[config.mk]
export PLATFORM = sky130hd
export DESIGN_NAME = hazard_controller
export DESIGN_NICKNAME = d
export VERILOG_FILES = /design/src/rtl/hazard_controller.sv
export SDC_FILE = /design/constraint.sdc
export NUM_CORES = 1
export LEC_CHECK = 0
export CAP_MARGIN = 10
export CORE_UTILIZATION = 40
export CTS_CLUSTER_SIZE = 24
export DETAILED_ROUTE_END_ITERATION = 16
export DONT_BUFFER_PORTS = 1
export GPL_TIMING_DRIVEN = 1
export PLACE_DENSITY = 0.63
export REMOVE_ABC_BUFFERS = 1
export SYNTH_ARGS = -nofsm -noshare
export SYNTH_HDL_FRONTEND = slang
export SYNTH_SLANG_ARGS = --single-unit
[constraint.sdc]
create_clock -name clk -period 1.9 [get_ports clk]
set_input_delay 0.475 -clock clk [delete_from_list [all_inputs] [get_ports clk]]
set_output_delay 0.475 -clock clk [all_outputs]
set_load 0.005 [all_outputs]
[src/rtl/hazard_controller.sv]
// Pipeline hazard control for the five-stage RV32I core: operand forwarding, load-use bubbles,
// branch flushes and a freeze while a multi-cycle data-memory access is outstanding.
module hazard_controller #(
  parameter int unsigned DATA_WIDTH             = 32,
  parameter int unsigned REGISTER_ADDRESS_WIDTH = 5,
  parameter int unsigned MAX_WAIT               = 16
) (
  input  logic                              clk,
  input  logic                              rst_n,
  input  logic [REGISTER_ADDRESS_WIDTH-1:0] Rs1D,
  input  logic [REGISTER_ADDRESS_WIDTH-1:0] Rs2D,
  input  logic [REGISTER_ADDRESS_WIDTH-1:0] Rs1E,
  input  logic [REGISTER_ADDRESS_WIDTH-1:0] Rs2E,
  input  logic [REGISTER_ADDRESS_WIDTH-1:0] RdE,
  input  logic [1:0]                        ResultSrcE,
  input  logic                              PCSrcE,
  input  logic [REGISTER_ADDRESS_WIDTH-1:0] RdM,
  input  logic [REGISTER_ADDRESS_WIDTH-1:0] RdW,
  input  logic                              RegWriteM,
  input  logic                              RegWriteW,
  input  logic                              MemReqM,
  input  logic                              MemReadyM,
  output logic [1:0]                        ForwardAE,
  output logic [1:0]                        ForwardBE,
  output logic                              StallF,
  output logic                              StallD,
  output logic                              StallE,
  output logic                              StallM,
  output logic                              FlushD,
  output logic                              FlushE,
  output logic                              FlushW,
  output logic                              MemErr,
  output logic [DATA_WIDTH-1:0]             StallCount
);

  localparam int unsigned CntW = $clog2(MAX_WAIT + 1);

  typedef enum logic [0:0] {StIdle, StWait} state_e;

  state_e                state_q;
  logic [CntW-1:0]       wait_cnt_q;
  logic                  mem_err_q;
  logic [DATA_WIDTH-1:0] stall_cnt_q;

  logic mem_stall;
  logic load_use;

  always_comb begin
    mem_stall = ((state_q == StIdle) && MemReqM && !MemReadyM) ||
                ((state_q == StWait) && !MemReadyM);
    load_use  = (ResultSrcE == 2'b01) && (RdE != '0) && ((RdE == Rs1D) || (RdE == Rs2D));
  end

  // Memory freeze outranks branch flush, which outranks the load-use bubble.
  always_comb begin
    StallF = 1'b0;
    StallD = 1'b0;
    StallE = 1'b0;
    StallM = 1'b0;
    FlushD = 1'b0;
    FlushE = 1'b0;
    FlushW = 1'b0;
    if (mem_stall) begin
      StallF = 1'b1;
      StallD = 1'b1;
      StallE = 1'b1;
      StallM = 1'b1;
      FlushW = 1'b1;
    end else if (PCSrcE) begin
      FlushD = 1'b1;
      FlushE = 1'b1;
    end else if (load_use) begin
      StallF = 1'b1;
      StallD = 1'b1;
      FlushE = 1'b1;
    end
  end

  // Memory-stage result wins over write-back since it is the younger write.
  always_comb begin
    ForwardAE = 2'b00;
    ForwardBE = 2'b00;
    if (RegWriteM && (RdM != '0) && (RdM == Rs1E)) begin
      ForwardAE = 2'b10;
    end else if (RegWriteW && (RdW != '0) && (RdW == Rs1E)) begin
      ForwardAE = 2'b01;
    end
    if (RegWriteM && (RdM != '0) && (RdM == Rs2E)) begin
      ForwardBE = 2'b10;
    end else if (RegWriteW && (RdW != '0) && (RdW == Rs2E)) begin
      ForwardBE = 2'b01;
    end
  end

  always_ff @(posedge clk or negedge rst_n) begin
    if (!rst_n) begin
      state_q     <= StIdle;
      wait_cnt_q  <= '0;
      mem_err_q   <= 1'b0;
      stall_cnt_q <= '0;
    end else begin
      case (state_q)
        StIdle: begin
          if (MemReqM && !MemReadyM) begin
            state_q <= StWait;
          end
        end
        StWait: begin
          if (MemReadyM) begin
            state_q    <= StIdle;
            wait_cnt_q <= '0;
          end else begin
            if (wait_cnt_q != CntW'(MAX_WAIT)) begin
              wait_cnt_q <= wait_cnt_q + 1'b1;
            end
            // Flag fires on the edge the counter reaches MAX_WAIT; the access keeps waiting.
            if (wait_cnt_q >= CntW'(MAX_WAIT - 1)) begin
              mem_err_q <= 1'b1;
            end
          end
        end
        default: begin
          state_q    <= StIdle;
          wait_cnt_q <= '0;
        end
      endcase
      if (StallF && (stall_cnt_q != '1)) begin
        stall_cnt_q <= stall_cnt_q + 1'b1;
      end
    end
  end

  assign MemErr     = mem_err_q;
  assign StallCount = stall_cnt_q;

endmodule

[Word level (Yosys, flattened, before mapping)]
Index checks and enable logic that the tools add are counted.
Widths: inputs -> output; s select.
Word-level totals
  flip-flop bits (word level): 39
  latch bits: 0
  RAM bits: 0
  ROM bits: 0
  input bits: 44
  output and inout bits: 44
  word-level logic and storage cells: 57
  memories kept: 0
Cells by class
  add/sub/neg operators: 2
  multipliers: 0
  divide/modulo/power cells: 0
  $lt $le $gt $ge: 1
  equal/unequal tests: 9
  shift operators: 0
  muxes and demuxes: 17
  bitwise operators: 2
  reductions and logical operators: 22
Operators by type and width (count)
  $add 32x1->32 const B: 1
  $ne 32x32->1 const B: 1
  $eq 5x5->1: 6
  $reduce_bool 5->1: 3
  $logic_and 1x1->1: 13
  $mux 1: 12
  $mux 5: 2
  $add 5x1->5 const B: 1
  $ge 5x4->1 const B: 1
  $ne 5x5->1 const B: 1
  $mux 2: 2
  $reduce_and 3->1: 1
  $eq 2x1->1 const B: 1
  $logic_or 1x1->1: 2
  $not 1->1: 2
  $pmux 1 s2: 1
  $reduce_and 2->1: 1
  $reduce_bool 2->1: 1
  $logic_not 1->1: 1

[Longest topological paths before layout]
  depth after elaboration: 7
  mapped depth: 8
  gate-level depth less buffers: 7

[Worst setup path before layout]
OpenSTA, ideal clock, no wires.
  path kind: input -> output
  from: in RdM[1]
  to: out ForwardAE[0]
  data arrival time: 1602 ps
  required time: 1425 ps
  slack: -177 ps
  cell stages on the path: 4
  path buffers: 0
  cell sequence: or4_1 > o21ai_0 > nor4_1 > nor4_1
Between the ends
  cells in the longest elaborated chain, start to end: 4
  elaborated cells between the ends (all ways): 5
  classes of those cells: eq/ne: 1; mux: 1; reduce/logical: 3
Ends and longest elaborated chain
  start, declared: line 17  | input logic [REGISTER_ADDRESS_WIDTH-1:0] RdM,
  $reduce_bool 5->1: line 83  | if (RegWriteM && (RdM != '0) && (RdM == Rs1E)) begin
  $logic_and 1x1->1: line 83
  $logic_and 1x1->1 *: line 83
  $mux 2 *: line 83
  end, declared: line 23  | output logic [1:0] ForwardAE,
Mark *: on every way between the ends. The rest lies on a longest branch, timed or not.

[Worst setup path after layout]
  from: in RdW[1]
  to: out ForwardAE[0]
Between the ends
  cells in the longest elaborated chain, start to end: 5
  elaborated cells between the ends (all ways): 6
  classes of those cells: eq/ne: 1; mux: 2; reduce/logical: 3
Ends and longest elaborated chain
  start, declared: line 18  | input logic [REGISTER_ADDRESS_WIDTH-1:0] RdW,
  $reduce_bool 5->1: line 85  | end else if (RegWriteW && (RdW != '0) && (RdW == Rs1E)) begin
  $logic_and 1x1->1: line 85
  $logic_and 1x1->1 *: line 85
  $mux 1 *: line 85
  $mux 2 *: line 83
Marked as above.

==> flow_summary.toml <==
[outcome]
status = "finished with violations"
failed_checks = "negative setup slack"

[timing]
post-route-min-period_ns = 2.05
slew_headroom_pct = 60.2
rsz0062_at_grt = "yes"
tns_ns = -0.273
drv_slew = 0
fin_skew_ns = 0.00749
worst_pin_slew_ns = 0.591
setup_ws_ns = -0.150
fin_crit_sh_pct = 108
fmax_ghz = 0.488
finalHoldViolCount = 0
setup_viol = 3

[routing]
drt_pass1_iterations = 4
drtAntennaViolNets = 0
num_vias = 1963
first_iter_violations = 86
avgViaCountPerCell = 5.38
drc = 0
post_drt_wl_per_cell_um = 14.8
wl_mm = 5.40

[floorplan]
start_util_pct = 41.8
fp.coreArea_mm2 = 0.00599
die_area_mm2 = 0.00658
rows = 28
ios = 88
die_y_um = 81.1
die_x_um = 81.1

[yosys]
synth_seq_cells = 39
synth_async_sr_flop_share_pct = 100
syn_area_mm2 = 0.00250
yosys.cell_types.count = 41
netlist_instances = 251
synth.top_cell.area_share_pct = 39.0
avgSynthCellArea_um2 = 9.97
synth-edff-count = 0
synthFlopType = "dfrtp_1"
synthTopCellsByArea = "dfrtp_1 (39%), xor2_1 (13%), xnor2_1 (7.7%), nand3_1 (3.4%), nor3_1 (3.0%)"
yosysTopAreaCell = "dfrtp_1"
seq_area_frac_synth_pct = 39.0
yosysWarningCount = 0

[global_routing]
overflow = 0
grt_max_degree = 40
antenna_found_initial = 0
grt_pass1_wl_mm = 8.87
grt.total_usage_pct = 18.0
grt_pass1_vias = 2005

[worst_setup_path]
start_kind = "primary input"
worst-path-max-fanout = 3
rr_endpoint = "StallCount[1]"
worst_r2r_path_depth = 6
cp.arrival_ns = 1.57
crit_required_ns = 1.42
worstSetupEndpointType = "primary output"
reg2reg_slack_ns = 0.12
setup.worst_path.start = "RdW[1]"
reg2reg_from = "StallCount[10]"
critPathKind = "primary input to primary output"

[pwr]
clkPwrFrac_pct = 29.5
seqPwrFrac_pct = 46.3
p_per_area_mw_per_mm2 = 707
p_int_mw = 1.49
ir_drop_mv = 0.349
p_comb_share_pct = 24.1
p_sw_uw = 636
leakagePower_nw = 1.38
swShare_pct = 29.9

[hold_path]
hold_class = "primary input to async pin"

[final_layout]
fin_nets = 337
layout_commonest_cell = "dfrtp_1"
nFillCells = 564
final_cell_mix = "dfrtp_1 (39), xor2_1 (38), buf_4 (35)"
areaGrowthSynthToFinish_pct = 20.5
final_area_mm2 = 0.00302
antennaDiodeCount = 0
drive_above_1_share_pct = 25.9

[place]
dp_hpwl_mm = 4.20
numPortBuffers = 0
dpl_cell_area_mm2 = 0.00279
place.gp.congestion = 0.792

[run]
cap_viol_max_count = 0

[clock_network]
cts_tree = "built"
htreeDepth = 2
cts-buffers-inserted = 5
cts_sinks = 39
cts_root_buffer = "clkbuf_8"
clock_latency_ns = 0.29
path_clk_slew_ns = 0.08
cts.path.max_buffers = 2
[how the worst max path moves through the flow]
stage                         endpoint  slack, ns  cells after the start
after floorplan           ForwardAE[0]      -0.18                      4
after global placement    ForwardAE[0]      -0.31                      5
after detailed placement  ForwardAE[0]      -0.40                      5
after CTS                 ForwardAE[0]      -0.16                      4
after global routing      ForwardBE[1]      -0.20                      4
final                     ForwardAE[0]      -0.15                      4
[logic make-up after synthesis]
family / Yosys count / share of synthesized area (%)
xor+xnor: 61 / 21.7
compound gates: 16 / 5.20
flops: 39 / 39.0
mux: 1 / 0.450
fa+ha+maj: 4 / 2.00
buf+inv: 20 / 4.20
simple gates: 110 / 27.5
[power groups by stage]
stage	combinational [mW]	sequential [mW]	clock (mW)
2_1_floorplan	0.261	1.03	0
3_3_place_gp	0.460	1.00	0
3_5_place_dp	0.469	1.00	0
4_1_cts	0.512	0.987	0.639
5_1_grt	0.575	1.00	0.677
6_report	0.515	0.987	0.629
[synthesized netlist by cell type, drive strengths merged (6+ instances only)]
library cell	n
nand4	9
xnor2	23
buf	6
nor4	13
dfrtp	39
inv	14
o21ai	7
nand3	19
xor2	38
nor3	17
nor2	15
nand2	21
[final cells by class]
cell class	instances	area, µm²	area share [%]
clock buffers	8	100	3.32
repair buffers	37	294	9.75
inverters	14	52.6	1.74
flip-flops and latches	39	976	32.4
well taps	75	93.8	3.11
multi-input cells	192	1500	49.7
[flip-flops by register name, indices dropped and copies added (netlist names)]
signal,count
wait_cnt_q,5
state_q,1
StallCount,32
MemErr,1
[critical path, cell delays in order]
cell and delay (ns):
xor2_1 0.14, or4_4 0.54, nor4_2 0.28, buf_4 0.15
[layer usage]
metal	up-vias	global-route usage, %	wire [µm]
met5	-	0	0
met4	0	6.96	88
met3	9	6.18	401
met2	98	32.4	2730
met1	905	19.3	2180
li1	951	-	-
[through the flow]
| step | utilization, % | instances | power (mW) | hold slack (ns) | worst slack (ns) |
|---|---|---|---|---|---|
| 2_1_floorplan | - | 245 | 1.29 | 0.179 | -0.177 |
| 3_3_place_gp | 46.6 | 353 | 1.46 | 0.181 | -0.307 |
| 3_5_place_dp | 46.6 | 353 | 1.47 | 0.181 | -0.395 |
| 4_1_cts | 49.5 | 364 | 2.14 | 0.0183 | -0.161 |
| 5_1_grt | 50.3 | 365 | 2.25 | 0.0171 | -0.199 |
| 6_report | 50.3 | 365 | 2.13 | 0.0141 | -0.150 |
[timing repair]
item / in CTS / in global routing
buffers inserted: 2 / 1
pin swaps: 6 / 5
hold buffers: 1 / 0
gates resized for setup: 8 / 9
setup endpoints to repair: 6 / 8
endpoints found under the hold margin: 39 / 0
Power figures use the tool's default switching activity.
